==> src/rtl/rom_ctrl_pkg.sv <==
// Shared types and widths for the ROM read arbiter.
// Ports: none (package). Provides ROM_AW, ROM_DW, address/data types and the controller state enum.
// Imported by the interface, the arbiter sub-module and the top.
package rom_ctrl_pkg;

    localparam int ROM_AW = 15;
    localparam int ROM_DW = 8;

    typedef logic [ROM_AW-1:0] rom_addr_t;
    typedef logic [ROM_DW-1:0] rom_data_t;

    typedef enum logic [2:0] {
        INIT,
        IDLE,
        SETUP,
        STROBE,
        CAPTURE,
        RESP
    } state_t;

endpackage

==> src/rtl/rom_read_arbiter_if.sv <==
// Bundle of requester handshakes and ROM pins for the ROM read arbiter.
// Ports: req0/req1 valid+addr in, ready/rsp strobes + rsp_data out; ROM nrst/cs/en/ad out, rom_do in.
// slave = arbiter side, master = requesters plus ROM side.
interface rom_read_arbiter_if;
    import rom_ctrl_pkg::*;

    logic      req0_valid;
    logic      req1_valid;
    rom_addr_t req0_addr;
    rom_addr_t req1_addr;
    logic      req0_ready;
    logic      req1_ready;
    logic      rsp0_valid;
    logic      rsp1_valid;
    rom_data_t rsp_data;
    logic      rom_nrst;
    logic      rom_cs;
    logic      rom_en;
    rom_addr_t rom_ad;
    rom_data_t rom_do;

    modport slave (
        input  req0_valid, req1_valid, req0_addr, req1_addr, rom_do,
        output req0_ready, req1_ready, rsp0_valid, rsp1_valid, rsp_data,
               rom_nrst, rom_cs, rom_en, rom_ad
    );

    modport master (
        output req0_valid, req1_valid, req0_addr, req1_addr, rom_do,
        input  req0_ready, req1_ready, rsp0_valid, rsp1_valid, rsp_data,
               rom_nrst, rom_cs, rom_en, rom_ad
    );

endinterface

==> src/rtl/rr_arbiter2.sv <==
// Two-way round-robin grant, purely combinational.
// Ports: valid0/valid1 request flags, last_grant (1 = requester 1 won last), grant one-hot out.
// On a tie the requester that did not win last time is granted.
module rr_arbiter2 (
    input  logic       valid0,
    input  logic       valid1,
    input  logic       last_grant,
    output logic [1:0] grant
);

    always_comb begin
        grant = 2'b00;
        if (valid0 && valid1) begin
            grant = last_grant ? 2'b01 : 2'b10;
        end else if (valid0) begin
            grant = 2'b01;
        end else if (valid1) begin
            grant = 2'b10;
        end
    end

endmodule

==> src/rtl/rom_read_arbiter.sv <==
// Arbitrates two read requesters onto one strobed ROM; response ACCESS_CYCLES+3 cycles after accept.
// Ports: clk, rst (async, active high), bus (slave modport: requester handshakes and ROM pins).
// One request in flight; ready only in IDLE. Optional macro ROM_REUSE_EN adds a last-address hit path.
module rom_read_arbiter
    import rom_ctrl_pkg::*;
#(
    parameter int unsigned ACCESS_CYCLES = 1
) (
    input  logic                clk,
    input  logic                rst,
    rom_read_arbiter_if.slave   bus
);

    localparam logic [3:0] CNT_LAST = 4'(ACCESS_CYCLES - 1);

    state_t    state_q, state_d;
    logic [3:0] cnt_q, cnt_d;
    logic      last_q, last_d;     // 1 = requester 1 was granted last
    logic      gnt_q, gnt_d;       // requester owning the access in flight
    rom_addr_t ad_q, ad_d;
    rom_data_t data_q, data_d;

    logic [1:0] grant;
    rom_addr_t  sel_addr;
    logic       hit;

    rr_arbiter2 u_rr (
        .valid0     (bus.req0_valid),
        .valid1     (bus.req1_valid),
        .last_grant (last_q),
        .grant      (grant)
    );

    assign sel_addr = grant[1] ? bus.req1_addr : bus.req0_addr;

`ifdef ROM_REUSE_EN
    // Address of the most recent completed ROM read; rsp_data still holds its word.
    rom_addr_t tag_q;
    logic      tag_vld_q;

    always_ff @(posedge clk or posedge rst) begin
        if (rst) begin
            tag_q     <= '0;
            tag_vld_q <= 1'b0;
        end else if (state_q == CAPTURE) begin
            tag_q     <= ad_q;
            tag_vld_q <= 1'b1;
        end
    end

    assign hit = tag_vld_q && (sel_addr == tag_q);
`else
    assign hit = 1'b0;
`endif

    always_ff @(posedge clk or posedge rst) begin
        if (rst) begin
            state_q <= INIT;
            cnt_q   <= '0;
            last_q  <= 1'b1;
            gnt_q   <= 1'b0;
            ad_q    <= '0;
            data_q  <= '0;
        end else begin
            state_q <= state_d;
            cnt_q   <= cnt_d;
            last_q  <= last_d;
            gnt_q   <= gnt_d;
            ad_q    <= ad_d;
            data_q  <= data_d;
        end
    end

    always_comb begin
        state_d        = state_q;
        cnt_d          = cnt_q;
        last_d         = last_q;
        gnt_d          = gnt_q;
        ad_d           = ad_q;
        data_d         = data_q;
        bus.req0_ready = 1'b0;
        bus.req1_ready = 1'b0;
        bus.rsp0_valid = 1'b0;
        bus.rsp1_valid = 1'b0;
        bus.rom_nrst   = 1'b1;
        bus.rom_cs     = 1'b0;
        bus.rom_en     = 1'b1;

        case (state_q)
            INIT: begin
                // ROM held in reset for the single cycle following reset release
                bus.rom_nrst = 1'b0;
                state_d      = IDLE;
            end
            IDLE: begin
                if (|grant) begin
                    bus.req0_ready = grant[0];
                    bus.req1_ready = grant[1];
                    last_d         = grant[1];
                    gnt_d          = grant[1];
                    ad_d           = sel_addr;
                    state_d        = hit ? RESP : SETUP;
                end
            end
            SETUP: begin
                cnt_d   = '0;
                state_d = STROBE;
            end
            STROBE: begin
                bus.rom_cs = 1'b1;
                bus.rom_en = 1'b0;
                if (cnt_q == CNT_LAST) begin
                    cnt_d   = '0;
                    state_d = CAPTURE;
                end else begin
                    cnt_d = cnt_q + 4'd1;
                end
            end
            CAPTURE: begin
                // output enable stays active so rom_do is still driven when sampled
                bus.rom_en = 1'b0;
                data_d     = bus.rom_do;
                state_d    = RESP;
            end
            RESP: begin
                bus.rsp0_valid = ~gnt_q;
                bus.rsp1_valid = gnt_q;
                state_d        = IDLE;
            end
            default: begin
                state_d = INIT;
            end
        endcase
    end

    assign bus.rom_ad   = ad_q;
    assign bus.rsp_data = data_q;

endmodule
==> src/flat_wrapper.sv <==
// flat-port wrapper written by rule: the top's interface ports become plain ports
module rom_read_arbiter_flat import rom_ctrl_pkg::*;
#(
    parameter int unsigned ACCESS_CYCLES = 1
)
  (clk, rst, bus_req0_valid, bus_req1_valid, bus_req0_addr, bus_req1_addr, bus_rom_do, bus_req0_ready, bus_req1_ready, bus_rsp0_valid, bus_rsp1_valid, bus_rsp_data, bus_rom_nrst, bus_rom_cs, bus_rom_en, bus_rom_ad);
  rom_read_arbiter_if bus_i ();
  input  logic clk;
  input  logic rst;
  input wire logic [$bits(bus_i.req0_valid)-1:0] bus_req0_valid;
  input wire logic [$bits(bus_i.req1_valid)-1:0] bus_req1_valid;
  input wire logic [$bits(bus_i.req0_addr)-1:0] bus_req0_addr;
  input wire logic [$bits(bus_i.req1_addr)-1:0] bus_req1_addr;
  input wire logic [$bits(bus_i.rom_do)-1:0] bus_rom_do;
  output wire logic [$bits(bus_i.req0_ready)-1:0] bus_req0_ready;
  output wire logic [$bits(bus_i.req1_ready)-1:0] bus_req1_ready;
  output wire logic [$bits(bus_i.rsp0_valid)-1:0] bus_rsp0_valid;
  output wire logic [$bits(bus_i.rsp1_valid)-1:0] bus_rsp1_valid;
  output wire logic [$bits(bus_i.rsp_data)-1:0] bus_rsp_data;
  output wire logic [$bits(bus_i.rom_nrst)-1:0] bus_rom_nrst;
  output wire logic [$bits(bus_i.rom_cs)-1:0] bus_rom_cs;
  output wire logic [$bits(bus_i.rom_en)-1:0] bus_rom_en;
  output wire logic [$bits(bus_i.rom_ad)-1:0] bus_rom_ad;
  assign bus_i.req0_valid = bus_req0_valid;
  assign bus_i.req1_valid = bus_req1_valid;
  assign bus_i.req0_addr = bus_req0_addr;
  assign bus_i.req1_addr = bus_req1_addr;
  assign bus_i.rom_do = bus_rom_do;
  assign bus_req0_ready = bus_i.req0_ready;
  assign bus_req1_ready = bus_i.req1_ready;
  assign bus_rsp0_valid = bus_i.rsp0_valid;
  assign bus_rsp1_valid = bus_i.rsp1_valid;
  assign bus_rsp_data = bus_i.rsp_data;
  assign bus_rom_nrst = bus_i.rom_nrst;
  assign bus_rom_cs = bus_i.rom_cs;
  assign bus_rom_en = bus_i.rom_en;
  assign bus_rom_ad = bus_i.rom_ad;
  rom_read_arbiter #(.ACCESS_CYCLES(ACCESS_CYCLES)) u_core (.clk(clk), .rst(rst), .bus(bus_i));
endmodule
==> config.mk <==
export PLATFORM = sky130hd
export DESIGN_NAME = rom_read_arbiter_flat
export DESIGN_NICKNAME = d
export VERILOG_FILES = /design/src/rtl/rom_ctrl_pkg.sv /design/src/rtl/rom_read_arbiter_if.sv /design/src/rtl/rr_arbiter2.sv /design/src/rtl/rom_read_arbiter.sv /design/src/flat_wrapper.sv
export SDC_FILE = /design/constraint.sdc
export NUM_CORES = 1
export LEC_CHECK = 0
export ABC_AREA = 1
export ABC_CLOCK_PERIOD_IN_PS = 1800
export BUFFER_PORTS_ARGS = -buffer_cell sky130_fd_sc_hd__buf_4
export CORE_ASPECT_RATIO = 0.5
export CORE_UTILIZATION = 45
export CTS_CLUSTER_SIZE = 24
export DETAILED_ROUTE_END_ITERATION = 16
export HOLD_SLACK_MARGIN = 0.1
export MAX_ROUTING_LAYER = met4
export PLACE_DENSITY = 0.84
export REMOVE_ABC_BUFFERS = 1
export SYNTH_ARGS = -nofsm -noshare
export SYNTH_HDL_FRONTEND = slang
export SYNTH_HIERARCHICAL = 1
export SYNTH_SLANG_ARGS = --single-unit
==> constraint.sdc <==
create_clock -name clk -period 1.8 [get_ports clk]
set_input_delay 0.54 -clock clk [delete_from_list [all_inputs] [get_ports clk]]
set_output_delay 0.54 -clock clk [all_outputs]
set_load 0.03 [all_outputs]
==> impl_metrics.xml, run 1 <==
<?xml version="1.0" encoding="UTF-8"?>
<metrics>
  <group name="sta">
    <metric name="setup_ws" unit="ns">-0.0358</metric>
    <metric name="grt_setup_unrepaired" unit="">true</metric>
    <metric name="timing.final.crit_share" unit="">1.02</metric>
    <metric name="slew-limit-headroom" unit="">0.734</metric>
    <metric name="worst_hold_slack" unit="ns">0.348</metric>
    <metric name="finalSetupViolations" unit="">3</metric>
    <metric name="highest_attainable_clock_frequency" unit="MHz">545</metric>
    <metric name="finalHoldViolations" unit="">0</metric>
    <metric name="fin_crit" unit="ns">1.84</metric>
    <metric name="finalClockSkew" unit="ns">0.00466</metric>
    <metric name="worst_slew_pin_slew" unit="ns">0.399</metric>
    <metric name="timing_max_transition_violations_final" unit="">0</metric>
  </group>
  <group name="logic_synthesis">
    <metric name="synthesis.yosys.warnings" unit="">6</metric>
    <metric name="post_synth_inst_count" unit="">221</metric>
    <metric name="ys_ff_latch" unit="">32</metric>
    <metric name="ys_seq_area_frac" unit="">0.482</metric>
    <metric name="synth_area_per_cell" unit="um2">7.52</metric>
    <metric name="synth_cell_area" unit="um2">1660</metric>
    <metric name="synthDistinctLibCells" unit="">21</metric>
  </group>
  <group name="final_layout">
    <metric name="final_cells" unit="">364</metric>
    <metric name="post_route_cells_drive_above_1_share" unit="">0.399</metric>
    <metric name="synthToLayoutAreaGrowth" unit="%">49.7</metric>
    <metric name="most_common_cell_after_layout_fill_and_taps_aside" unit="">sky130_fd_sc_hd__nand2_1</metric>
    <metric name="layout_common_cells" unit="">114 x sky130_fd_sc_hd__nand2_1, 88 x sky130_fd_sc_hd__buf_4, 29 x sky130_fd_sc_hd__dfrtp_1, 23 x sky130_fd_sc_hd__nand3_1, 10 x sky130_fd_sc_hd__inv_1</metric>
    <metric name="antenna_cells_inserted" unit="">0</metric>
    <metric name="num-nets-final" unit="">356</metric>
  </group>
  <group name="placed_design">
    <metric name="placedCellCount" unit="">344</metric>
    <metric name="gpl.final_weighted_congestion" unit="">0.833</metric>
    <metric name="portBuffers" unit="">71</metric>
    <metric name="detailedPlacementHpwl" unit="mm">2.95</metric>
  </group>
  <group name="global_route">
    <metric name="gr-usage-all-layers" unit="">0.237</metric>
    <metric name="globalRoute.totalOverflow" unit="">0</metric>
    <metric name="grt_pass1_vias" unit="">1609</metric>
    <metric name="grt_start_max_net_pins" unit="">33</metric>
    <metric name="grt_first_pass_wirelength" unit="mm">6.73</metric>
    <metric name="antenna_found_initial" unit="">0</metric>
  </group>
  <group name="setup_path">
    <metric name="critical_path.max_fanout" unit="">4</metric>
    <metric name="crit_end_category" unit="">primary output</metric>
    <metric name="critical_path_arrival" unit="ns">1.30</metric>
    <metric name="cp_data_required_time" unit="ns">1.26</metric>
    <metric name="worstSetupStartpointType" unit="">flip-flop</metric>
    <metric name="timing_worst_setup_path_type" unit="">reg2out</metric>
  </group>
  <group name="clock_network">
    <metric name="h-tree-depth" unit="">2</metric>
    <metric name="hold_fix_buffers_cts" unit="">0</metric>
    <metric name="clock_tree.root_cell" unit="">sky130_fd_sc_hd__clkbuf_8</metric>
    <metric name="worst_setup_hold_path_clk_slew" unit="ns">0.07</metric>
    <metric name="clock_path_buffers" unit="">2</metric>
    <metric name="cts_sinks" unit="">32</metric>
    <metric name="cts_tree" unit="">done</metric>
    <metric name="insertion_delay" unit="ns">0.29</metric>
    <metric name="cts_made_buffers" unit="">5</metric>
  </group>
  <group name="hold_path">
    <metric name="hold_path_class" unit="">in2async</metric>
  </group>
  <group name="drt">
    <metric name="drt-total-wl" unit="mm">4.80</metric>
    <metric name="detailedRoute.firstIterationViolations" unit="">78</metric>
    <metric name="ant_nets" unit="">0</metric>
    <metric name="detail_route.drc_violations" unit="">0</metric>
    <metric name="wl_per_cell" unit="um">13.2</metric>
    <metric name="vias_per_instance" unit="">4.87</metric>
    <metric name="route.vias.total" unit="">1771</metric>
    <metric name="firstDrtPassIters" unit="">4</metric>
  </group>
  <group name="run">
    <metric name="cap_viol_max_count" unit="">0</metric>
  </group>
  <group name="die">
    <metric name="die_area" unit="um2">3960</metric>
    <metric name="die-height" unit="um">45.0</metric>
    <metric name="standard_cell_core_area" unit="um2">3490</metric>
    <metric name="rows" unit="">15</metric>
    <metric name="die_width" unit="um">88.0</metric>
    <metric name="initial_core_util" unit="">0.476</metric>
    <metric name="io_pins" unit="">72</metric>
  </group>
  <group name="power_and_ir_drop">
    <metric name="vdd_ir_drop_max" unit="mV">0.700</metric>
    <metric name="static-leakage-power" unit="nW">1.42</metric>
    <metric name="power.density_cell_area" unit="nW/um2">1670</metric>
  </group>
  <group name="run_status">
    <metric name="failed_checks" unit="">setup timing</metric>
    <metric name="run_status" unit="">finished, violations left</metric>
  </group>
</metrics>
## cells in the mapped netlist
library cell | number | area, um2
sky130_fd_sc_hd__a21oi_1 | 1 | 5.00
sky130_fd_sc_hd__buf_12 | 1 | 20.0
sky130_fd_sc_hd__buf_2 | 1 | 5.00
sky130_fd_sc_hd__buf_4 | 3 | 22.5
sky130_fd_sc_hd__clkbuf_1 | 1 | 3.75
sky130_fd_sc_hd__clkinv_4 | 1 | 8.76
sky130_fd_sc_hd__dfrtp_1 | 31 | 776
sky130_fd_sc_hd__dfstp_2 | 1 | 26.3
sky130_fd_sc_hd__ha_1 | 2 | 25.0
sky130_fd_sc_hd__inv_1 | 13 | 48.8
sky130_fd_sc_hd__inv_2 | 2 | 7.51
sky130_fd_sc_hd__nand2_1 | 116 | 435
sky130_fd_sc_hd__nand2_2 | 4 | 25.0
sky130_fd_sc_hd__nand2_8 | 1 | 20.0
sky130_fd_sc_hd__nand3_1 | 24 | 120
sky130_fd_sc_hd__nand3_4 | 1 | 17.5
sky130_fd_sc_hd__nand4_1 | 3 | 18.8
sky130_fd_sc_hd__nor2_1 | 9 | 33.8
sky130_fd_sc_hd__nor2_4 | 2 | 22.5
sky130_fd_sc_hd__o21ai_0 | 3 | 15.0
sky130_fd_sc_hd__or2_2 | 1 | 6.26
## kinds of logic (layout without fill, tap and decap cells)
family | after synthesis | after routing | share of synthesized area
simple gates | 161 | 161 | 0.421
flops | 32 | 32 | 0.482
buf+inv | 22 | 114 | 0.0700
compound gates | 4 | 4 | 0.0120
fa+ha+maj | 2 | 2 | 0.0150
## stage by stage
stage	setup TNS [ns]	util	total power, mW	setup WS, ns	cell area (um2)
after floorplan	-4.84	-	2.53	-0.864	1610
after global placement	0	0.648	3.26	0.0852	2260
after detailed placement	0	0.648	3.32	0.0217	2260
after CTS	-0.0536	0.694	3.98	-0.0294	2420
after global routing	-0.342	0.713	4.40	-0.0978	2490
final	-0.0969	0.713	4.17	-0.0358	2490
## area by class of cell
type                       instances  area [um2]
fill                             250        1000
sequential                        32         805
multi-input combinational        167         781
clock buffer                       6        82.6
tap                               51        63.8
inverter                          16        65.1
clock inverter                     2        10.0
timing repair buffer              90         683
## state kept, by name (all words and copies together) (netlist names)
name,count
u_core/bus.rom_ad,15
u_core/bus.rsp_data,8
u_core/cnt_q,4
u_core/gnt_q,1
u_core/last_q,1
u_core/state_q,3
## metal layers
| layer | GRT usage | share of wire | vias to the layer above |
|---|---|---|---|
| li1 | - | - | 865 |
| met1 | 0.256 | 0.40 | 830 |
| met2 | 0.419 | 0.52 | 64 |
| met3 | 0.0731 | 0.057 | 12 |
| met4 | 0.0951 | 0.017 | 0 |
| met5 | - | 0 | - |
## critical path, stage by stage, from the launching register on
cell                      delay (ns)
sky130_fd_sc_hd__dfrtp_1        0.44
sky130_fd_sc_hd__inv_2          0.14
sky130_fd_sc_hd__nand2_2        0.10
sky130_fd_sc_hd__nor2_4         0.11
sky130_fd_sc_hd__nor2_2         0.05
sky130_fd_sc_hd__buf_4          0.17
## final timing paths
| path | slack (ns) | cells past startpoint | from | endpoint |
|---|---|---|---|---|
| min in group clk | 0.44 | 3 | bus_rom_do[0] | u_core/bus.rsp_data[0]$_DFFE_PP0P_ |
| hold reg to reg | 0.48 | 2 | u_core/bus.rom_ad[1]$_DFFE_PP0P_ | u_core/bus.rom_ad[1]$_DFFE_PP0P_ |
| setup / recovery | -0.04 | 5 | u_core/state_q[1]$_DFFE_PP0P_ | bus_rom_en |
| hold / removal | 0.35 | 3 | rst | u_core/bus.rsp_data[7]$_DFFE_PP0P_ |
| max in group asynchronous | 1.13 | 3 | rst | u_core/last_q$_DFFE_PP1P_ |
| setup reg to reg | 0.08 | 11 | u_core/last_q$_DFFE_PP1P_ | u_core/bus.rom_ad[14]$_DFFE_PP0P_ |
## what timing repair did
action                                  in CTS  in global routing
endpoints found under the setup margin       5                 21
pin swaps                                    3                  3
gates cloned                                 0                  0
setup buffers                                8                  4
resized for setup                            5                 13
## where the power goes
group | internal [mW] | switching (mW) | leakage [nW]
sequential | 1.03 | 0.215 | 0.399
clock | 0.305 | 0.277 | 0.0510
combinational | 0.870 | 1.47 | 0.969
(Power assumes the default switching activity.)
==> run 2: changes to the inputs <==
--- a/config.mk
+++ b/config.mk
@@ -5,7 +5,6 @@
 export SDC_FILE = /design/constraint.sdc
 export NUM_CORES = 1
 export LEC_CHECK = 0
-export ABC_AREA = 1
 export ABC_CLOCK_PERIOD_IN_PS = 1800
 export BUFFER_PORTS_ARGS = -buffer_cell sky130_fd_sc_hd__buf_4
 export CORE_ASPECT_RATIO = 0.5
@@ -14,7 +13,7 @@
 export DETAILED_ROUTE_END_ITERATION = 16
 export HOLD_SLACK_MARGIN = 0.1
 export MAX_ROUTING_LAYER = met4
-export PLACE_DENSITY = 0.84
+export PLACE_DENSITY_LB_ADDON = 0.05
 export REMOVE_ABC_BUFFERS = 1
 export SYNTH_ARGS = -nofsm -noshare
 export SYNTH_HDL_FRONTEND = slang
==> impl_metrics.xml, run 2 <==
<?xml version="1.0" encoding="UTF-8"?>
<metrics>
  <group name="global_route">
    <metric name="gr-usage-all-layers" unit="">0.243</metric>
    <metric name="grt_pass1_vias" unit="">1343</metric>
    <metric name="busiest_layer" unit="">met2</metric>
    <metric name="grt_start_max_net_pins" unit="">33</metric>
    <metric name="grt_first_pass_wirelength" unit="mm">6.45</metric>
    <metric name="antenna_found_initial" unit="">0</metric>
    <metric name="globalRouteMet2Util" unit="">0.406</metric>
    <metric name="global_route.usage.met3" unit="">0.0800</metric>
    <metric name="use_met1" unit="">0.272</metric>
    <metric name="globalRoute.totalOverflow" unit="">0</metric>
  </group>
  <group name="final_layout">
    <metric name="antenna_cells_inserted" unit="">0</metric>
    <metric name="area.sequential" unit="um2">805</metric>
    <metric name="final_cells" unit="">267</metric>
    <metric name="filler_cell_count" unit="">193</metric>
    <metric name="layout_common_cells" unit="">85 x sky130_fd_sc_hd__buf_4, 29 x sky130_fd_sc_hd__dfrtp_1, 23 x sky130_fd_sc_hd__mux2_2, 15 x sky130_fd_sc_hd__mux2_4, 8 x sky130_fd_sc_hd__buf_6</metric>
    <metric name="multiInputGateArea" unit="um2">807</metric>
    <metric name="post_route_cells_drive_above_1_share" unit="">0.703</metric>
    <metric name="final_core_utilization" unit="">0.805</metric>
    <metric name="largest_register_ffs" unit="">15</metric>
    <metric name="num-nets-final" unit="">262</metric>
    <metric name="synthToLayoutAreaGrowth" unit="%">61.4</metric>
    <metric name="final_cell_area" unit="um2">2550</metric>
    <metric name="most_common_cell_after_layout_fill_and_taps_aside" unit="">sky130_fd_sc_hd__buf_4</metric>
  </group>
  <group name="drt">
    <metric name="wl_per_cell" unit="um">15.3</metric>
    <metric name="route.vias.total" unit="">1337</metric>
    <metric name="ant_nets" unit="">0</metric>
    <metric name="detail_route.drc_violations" unit="">0</metric>
    <metric name="vias_per_instance" unit="">5.01</metric>
    <metric name="firstDrtPassIters" unit="">4</metric>
    <metric name="drt-total-wl" unit="mm">4.08</metric>
    <metric name="detailedRoute.firstIterationViolations" unit="">56</metric>
  </group>
  <group name="placed_design">
    <metric name="post_detailed_placement_cell_area" unit="um2">2240</metric>
    <metric name="gpl.final_weighted_congestion" unit="">0.785</metric>
    <metric name="placedCellCount" unit="">251</metric>
    <metric name="portBuffers" unit="">71</metric>
    <metric name="detailedPlacementHpwl" unit="mm">2.68</metric>
  </group>
  <group name="sta">
    <metric name="slew-limit-headroom" unit="">0.724</metric>
    <metric name="timing.final.crit_share" unit="">1.11</metric>
    <metric name="finalSetupViolations" unit="">19</metric>
    <metric name="fin_crit" unit="ns">1.99</metric>
    <metric name="finalClockSkew" unit="ns">0.00823</metric>
    <metric name="finalHoldViolations" unit="">0</metric>
    <metric name="highest_attainable_clock_frequency" unit="MHz">501</metric>
    <metric name="grt_setup_unrepaired" unit="">true</metric>
    <metric name="worst_slew_pin_slew" unit="ns">0.414</metric>
    <metric name="timing_max_transition_violations_final" unit="">0</metric>
    <metric name="setup_ws" unit="ns">-0.195</metric>
  </group>
  <group name="power_and_ir_drop">
    <metric name="static-leakage-power" unit="nW">1.26</metric>
    <metric name="vdd_ir_drop_max" unit="mV">0.994</metric>
    <metric name="power.density_cell_area" unit="nW/um2">1820</metric>
    <metric name="overall_power_consumption" unit="mW">4.65</metric>
  </group>
  <group name="logic_synthesis">
    <metric name="ys_ff_latch" unit="">32</metric>
    <metric name="ys_seq_area_frac" unit="">0.507</metric>
    <metric name="post_synth_most_frequent_cells" unit="">38 x sky130_fd_sc_hd__mux2_2, 31 x sky130_fd_sc_hd__dfrtp_1, 7 x sky130_fd_sc_hd__inv_1</metric>
    <metric name="postSynth.asyncResetShare" unit="">1.00</metric>
    <metric name="post_synth_inst_count" unit="">125</metric>
    <metric name="synthDistinctLibCells" unit="">35</metric>
    <metric name="synth-edff-count" unit="">0</metric>
    <metric name="synth_top_area_frac" unit="">0.491</metric>
    <metric name="synth_cell_area" unit="um2">1580</metric>
    <metric name="synth_area_per_cell" unit="um2">12.7</metric>
    <metric name="netlist.top_cell.by_area" unit="">sky130_fd_sc_hd__dfrtp_1</metric>
    <metric name="synthesis.yosys.warnings" unit="">6</metric>
    <metric name="synth_area_leaders" unit="">sky130_fd_sc_hd__dfrtp_1 49%, sky130_fd_sc_hd__mux2_2 27%, sky130_fd_sc_hd__dfstp_2 1.7%, sky130_fd_sc_hd__inv_1 1.7%, sky130_fd_sc_hd__ha_1 1.6%</metric>
    <metric name="yosysMostFrequentCell" unit="">sky130_fd_sc_hd__mux2_2</metric>
    <metric name="synthFlopType" unit="">sky130_fd_sc_hd__dfrtp_1</metric>
  </group>
  <group name="clock_network">
    <metric name="cts_tree" unit="">done</metric>
    <metric name="worst_setup_hold_path_clk_slew" unit="ns">0.07</metric>
    <metric name="clock_path_buffers" unit="">2</metric>
    <metric name="h-tree-depth" unit="">2</metric>
    <metric name="insertion_delay" unit="ns">0.29</metric>
    <metric name="clock_tree.root_cell" unit="">sky130_fd_sc_hd__clkbuf_8</metric>
    <metric name="cts_sinks" unit="">32</metric>
    <metric name="cts_made_buffers" unit="">5</metric>
  </group>
  <group name="die">
    <metric name="die-height" unit="um">43.9</metric>
    <metric name="initial_core_util" unit="">0.499</metric>
    <metric name="io_pins" unit="">72</metric>
    <metric name="die_area" unit="um2">3770</metric>
    <metric name="rows" unit="">14</metric>
    <metric name="standard_cell_core_area" unit="um2">3170</metric>
    <metric name="die_width" unit="um">85.8</metric>
  </group>
  <group name="setup_path">
    <metric name="critical_path_arrival" unit="ns">1.45</metric>
    <metric name="crit-reg2reg-capture" unit="">u_core/bus.rom_ad[3]$_DFFE_PP0P_</metric>
    <metric name="crit_end_category" unit="">primary output</metric>
    <metric name="timing_worst_setup_path_type" unit="">reg2out</metric>
    <metric name="worst_r2r_startpoint" unit="">u_core/last_q$_DFFE_PP1P_</metric>
    <metric name="critical_path.max_fanout" unit="">3</metric>
    <metric name="timing.reg2reg.setup_slack" unit="ns">-0.15</metric>
    <metric name="worst-r2r-cell-count" unit="">7</metric>
    <metric name="startpoint" unit="">u_core/last_q$_DFFE_PP1P_</metric>
    <metric name="cp_data_required_time" unit="ns">1.26</metric>
    <metric name="worstSetupStartpointType" unit="">flip-flop</metric>
    <metric name="critical_path.endpoint" unit="">bus_req0_ready</metric>
  </group>
  <group name="run">
    <metric name="cap_viol_max_count" unit="">0</metric>
  </group>
  <group name="hold_path">
    <metric name="hold_path_class" unit="">in2async</metric>
  </group>
  <group name="run_status">
    <metric name="run_status" unit="">finished, violations left</metric>
    <metric name="failed_checks" unit="">setup timing</metric>
  </group>
</metrics>
run 2: cell count changes in the layout (fill, tap and decap cells not counted), sizes merged, moves of 2 or more:
cell    delta
a21boi     +2
clkinv     -3
nand2b     +2
nand2    -117
and2       +2
buf        +3
nor2       -7
mux2      +38
a21o       +2
nor2b      +3
nand4      -2
inv        -8
nand3     -23
run 2: worst min-delay path by stage:
stage	endpoint	slack, ns
after global routing	u_core/bus.rom_ad[9]$_DFFE_PP0P_	0.36
after CTS	u_core/bus.rsp_data[7]$_DFFE_PP0P_	0.34
after floorplan	u_core/gnt_q$_DFFE_PP0P_	0.46
after detailed placement	u_core/gnt_q$_DFFE_PP0P_	0.50
final	u_core/bus.rsp_data[7]$_DFFE_PP0P_	0.33
after global placement	u_core/gnt_q$_DFFE_PP0P_	0.48
run 2: kinds of logic (layout without fill, tap and decap cells):
kind of cell	after synthesis	count (layout)	share of synthesized area
simple gates	25	25	0.102
buf+inv	14	108	0.0435
fa+ha+maj	2	2	0.0158
mux	38	38	0.271
flops	32	32	0.507
compound gates	14	14	0.0609
run 2: what timing repair did:
action | in CTS | in global routing
pin swaps | 1 | 2
buffers inserted | 3 | 4
setup endpoints to repair | 20 | 23
hold buffers | 0 | 0
cloned | 1 | 0
resized for setup | 30 | 8
run 2: worst max-delay path, stage by stage (launching register included):
cell and delay [ns]:
sky130_fd_sc_hd__dfstp_2 0.57, sky130_fd_sc_hd__inv_2 0.05, sky130_fd_sc_hd__a21boi_2 0.16, sky130_fd_sc_hd__nand4bb_1 0.16, sky130_fd_sc_hd__inv_1 0.10, sky130_fd_sc_hd__buf_6 0.13
run 2: layer usage:
| metal | vias up | share of wire |
|---|---|---|
| li1 | 622 | - |
| met1 | 656 | 0.41 |
| met2 | 51 | 0.52 |
| met3 | 8 | 0.059 |
| met4 | 0 | 0.013 |
| met5 | - | 0 |
run 2: area by class of cell:
| class | count | share of cell area |
|---|---|---|
| Sequential cell | 32 | 0.315 |
| Clock inverter | 1 | 0.0118 |
| Clock buffer | 7 | 0.0377 |
| Timing Repair Buffer | 93 | 0.285 |
| Tap cell | 48 | 0.0235 |
| Inverter | 7 | 0.0103 |
| Multi-Input combinational cell | 79 | 0.316 |
run 2: metrics by stage:
| step | setup slack (ns) | TNS [ns] | hold slack [ns] |
|---|---|---|---|
| after floorplan | -1.48 | -26.31 | 0.464 |
| after global placement | -0.136 | -1.95 | 0.484 |
| after detailed placement | -0.267 | -3.66 | 0.496 |
| after CTS | -0.174 | -1.66 | 0.340 |
| after global routing | -0.272 | -3.43 | 0.365 |
| final | -0.195 | -2.60 | 0.329 |
run 2: where the power goes:
group	internal [mW]	switching, mW
registers	1.06	0.231
clock network	0.488	0.275
logic	1.32	1.28
==> run 3: changes to the inputs <==
==> constraint.sdc (replaced) <==
create_clock -name clk -period 1.8 [get_ports clk]
set_input_delay 0.18 -clock clk [delete_from_list [all_inputs] [get_ports clk]]
set_output_delay 0.18 -clock clk [all_outputs]
set_load 0.03 [all_outputs]
==> impl_metrics.xml, run 3 (synthesis results as in run 2) <==
<?xml version="1.0" encoding="UTF-8"?>
<metrics>
  <group name="run_status">
    <metric name="run_status" unit="">finished, violations left</metric>
    <metric name="failed_checks" unit="">setup timing</metric>
  </group>
  <group name="clock_network">
    <metric name="clock_path_buffers" unit="">2</metric>
    <metric name="cts_made_buffers" unit="">5</metric>
    <metric name="h-tree-depth" unit="">2</metric>
    <metric name="insertion_delay" unit="ns">0.27</metric>
    <metric name="worst_setup_hold_path_clk_slew" unit="ns">0.06</metric>
    <metric name="cts_tree" unit="">done</metric>
    <metric name="cts_sinks" unit="">32</metric>
    <metric name="clock_tree.root_cell" unit="">sky130_fd_sc_hd__clkbuf_8</metric>
  </group>
  <group name="final_layout">
    <metric name="post_route_cells_drive_above_1_share" unit="">0.636</metric>
    <metric name="layout_common_cells" unit="">79 x sky130_fd_sc_hd__buf_4, 30 x sky130_fd_sc_hd__mux2_2, 30 x sky130_fd_sc_hd__dfrtp_1, 8 x sky130_fd_sc_hd__mux2_4</metric>
    <metric name="filler_cell_count" unit="">236</metric>
    <metric name="most_common_cell_after_layout_fill_and_taps_aside" unit="">sky130_fd_sc_hd__buf_4</metric>
    <metric name="synthToLayoutAreaGrowth" unit="%">50.1</metric>
    <metric name="antenna_cells_inserted" unit="">0</metric>
    <metric name="num-nets-final" unit="">252</metric>
    <metric name="largest_register_ffs" unit="">15</metric>
    <metric name="final_core_utilization" unit="">0.749</metric>
  </group>
  <group name="global_route">
    <metric name="grt_pass1_vias" unit="">1294</metric>
    <metric name="antenna_found_initial" unit="">0</metric>
    <metric name="grt_start_max_net_pins" unit="">33</metric>
    <metric name="globalRouteMet2Util" unit="">0.370</metric>
    <metric name="globalRoute.totalOverflow" unit="">0</metric>
    <metric name="grt_first_pass_wirelength" unit="mm">5.77</metric>
    <metric name="gr-usage-all-layers" unit="">0.213</metric>
    <metric name="use_met1" unit="">0.241</metric>
    <metric name="global_route.usage.met3" unit="">0.0705</metric>
    <metric name="busiest_layer" unit="">met2</metric>
  </group>
  <group name="power_and_ir_drop">
    <metric name="vdd_ir_drop_max" unit="mV">0.975</metric>
    <metric name="static-leakage-power" unit="nW">1.15</metric>
    <metric name="power.density_cell_area" unit="nW/um2">1720</metric>
  </group>
  <group name="die">
    <metric name="rows" unit="">14</metric>
    <metric name="initial_core_util" unit="">0.499</metric>
    <metric name="die_area" unit="um2">3770</metric>
    <metric name="io_pins" unit="">72</metric>
    <metric name="standard_cell_core_area" unit="um2">3170</metric>
    <metric name="die-height" unit="um">43.9</metric>
    <metric name="die_width" unit="um">85.8</metric>
  </group>
  <group name="sta">
    <metric name="timing_max_transition_violations_final" unit="">0</metric>
    <metric name="worst_slew_pin_slew" unit="ns">0.407</metric>
    <metric name="timing.final.crit_share" unit="">1.05</metric>
    <metric name="finalClockSkew" unit="ns">0.00269</metric>
    <metric name="highest_attainable_clock_frequency" unit="MHz">527</metric>
    <metric name="finalHoldViolations" unit="">0</metric>
    <metric name="finalSetupViolations" unit="">1</metric>
    <metric name="slew-limit-headroom" unit="">0.728</metric>
    <metric name="setup_ws" unit="ns">-0.0968</metric>
    <metric name="grt_setup_unrepaired" unit="">true</metric>
    <metric name="setup_tns" unit="ns">-0.0968</metric>
    <metric name="fin_crit" unit="ns">1.90</metric>
  </group>
  <group name="setup_path">
    <metric name="crit_end_category" unit="">primary output</metric>
    <metric name="critical_path_arrival" unit="ns">1.72</metric>
    <metric name="startpoint" unit="">u_core/last_q$_DFFE_PP1P_</metric>
    <metric name="critical-path-max-stage-delay" unit="ns">0.38</metric>
    <metric name="crit_slowest_cell" unit="">sky130_fd_sc_hd__dfstp_2</metric>
    <metric name="worst-r2r-cell-count" unit="">5</metric>
    <metric name="timing_worst_setup_path_type" unit="">reg2out</metric>
    <metric name="worst_r2r_startpoint" unit="">u_core/last_q$_DFFE_PP1P_</metric>
    <metric name="worstSetupStartpointType" unit="">flip-flop</metric>
    <metric name="timing.reg2reg.setup_slack" unit="ns">0</metric>
    <metric name="cp_data_required_time" unit="ns">1.62</metric>
    <metric name="critical_path.max_fanout" unit="">3</metric>
    <metric name="crit-reg2reg-capture" unit="">u_core/bus.rom_ad[1]$_DFFE_PP0P_</metric>
    <metric name="crit_path_cell_chain" unit="">a21boi_1 &gt; buf_6 &gt; nand2_1 &gt; nor3_1 &gt; buf_4</metric>
  </group>
  <group name="hold_path">
    <metric name="holdPathStages" unit="">2</metric>
    <metric name="hold_path_class" unit="">in2reg</metric>
    <metric name="hold-path-endpoint" unit="">u_core/bus.rsp_data[7]$_DFFE_PP0P_</metric>
    <metric name="min_from" unit="">bus_rom_do[7]</metric>
  </group>
  <group name="drt">
    <metric name="detailedRoute.firstIterationViolations" unit="">56</metric>
    <metric name="vias_per_instance" unit="">4.89</metric>
    <metric name="detail_route.drc_violations" unit="">0</metric>
    <metric name="wl_per_cell" unit="um">13.8</metric>
    <metric name="route.vias.total" unit="">1256</metric>
    <metric name="firstDrtPassIters" unit="">4</metric>
    <metric name="ant_nets" unit="">0</metric>
    <metric name="drt-total-wl" unit="mm">3.55</metric>
  </group>
  <group name="placed_design">
    <metric name="portBuffers" unit="">71</metric>
    <metric name="gpl.final_weighted_congestion" unit="">0.773</metric>
    <metric name="detailedPlacementHpwl" unit="mm">2.41</metric>
  </group>
  <group name="run">
    <metric name="cap_viol_max_count" unit="">0</metric>
  </group>
</metrics>
## run 3: cell count changes in the layout (fill, tap and decap cells not counted), moves of 2 or more
| cell | previous run | this run |
|---|---|---|
| sky130_fd_sc_hd__a21boi_2 | 2 | 0 |
| sky130_fd_sc_hd__buf_4 | 85 | 79 |
| sky130_fd_sc_hd__buf_6 | 8 | 3 |
| sky130_fd_sc_hd__clkbuf_1 | 0 | 2 |
| sky130_fd_sc_hd__mux2_2 | 23 | 30 |
| sky130_fd_sc_hd__mux2_4 | 15 | 8 |
| sky130_fd_sc_hd__nor2b_1 | 1 | 3 |
## run 3: what timing repair did
| action | in CTS | in global routing |
|---|---|---|
| pin swaps | 0 | 3 |
| buffers inserted | 2 | 1 |
| resized for setup | 1 | 15 |
| endpoints found under the setup margin | 1 | 16 |
| endpoints found under the hold margin | 31 | 0 |
| hold buffers | 1 | 0 |
## run 3: cell type report
cell class	count	area [um2]	area share
inverter	7	26.3	0.0111
clock buffer	8	90.1	0.0380
multi-input combinational	79	757	0.319
timing repair buffer	83	637	0.268
tap	48	60.1	0.0253
sequential	32	803	0.338
## run 3: metal layers
layer,up-vias,share of wire,wire (um)
li1,609,-,-
met1,598,0.42,1490
met2,43,0.51,1810
met3,6,0.057,203
met4,0,0.014,48
met5,-,0,0
## run 3: critical path, delay by kind of cell, from the launching register on
family,cells,cell delay (ns)
buffers and inverters,2,0.39
and+or+nand+nor,2,0.32
DFF,1,0.38
AOI/OAI and AO/OA,1,0.36
## run 3: worst max path at each step
| stage | to | slack, ns | cells after the start |
|---|---|---|---|
| after floorplan | u_core/bus.rom_ad[0]$_DFFE_PP0P_ | -1.20 | 4 |
| after global placement | u_core/bus.rom_ad[12]$_DFFE_PP0P_ | 0.07 | 6 |
| after detailed placement | u_core/bus.rom_ad[3]$_DFFE_PP0P_ | 0.01 | 6 |
| after CTS | u_core/bus.rom_ad[3]$_DFFE_PP0P_ | 0.002 | 6 |
| after global routing | bus_req1_ready | -0.15 | 5 |
| final | bus_req1_ready | -0.1 | 5 |
## run 3: stage by stage
step	setup WS, ns	cells	power [mW]	cell area, um2	hold WS [ns]
6_report	-0.0968	257	4.08	2370	0.137
3_5_place_dp	0.0109	245	3.38	2190	0.297
4_1_cts	0.00160	256	3.97	2310	0.131
3_3_place_gp	0.0742	245	3.34	2190	0.294
5_1_grt	-0.149	257	4.30	2370	0.121
2_1_floorplan	-1.20	118	2.58	1540	0.295
## run 3: report_power, final
part	switching, mW	leakage (nW)	internal (mW)
clock network	0.243	0.0455	0.311
registers	0.239	0.383	1.05
logic	1.15	0.723	1.08
total	1.63	1.15	2.45
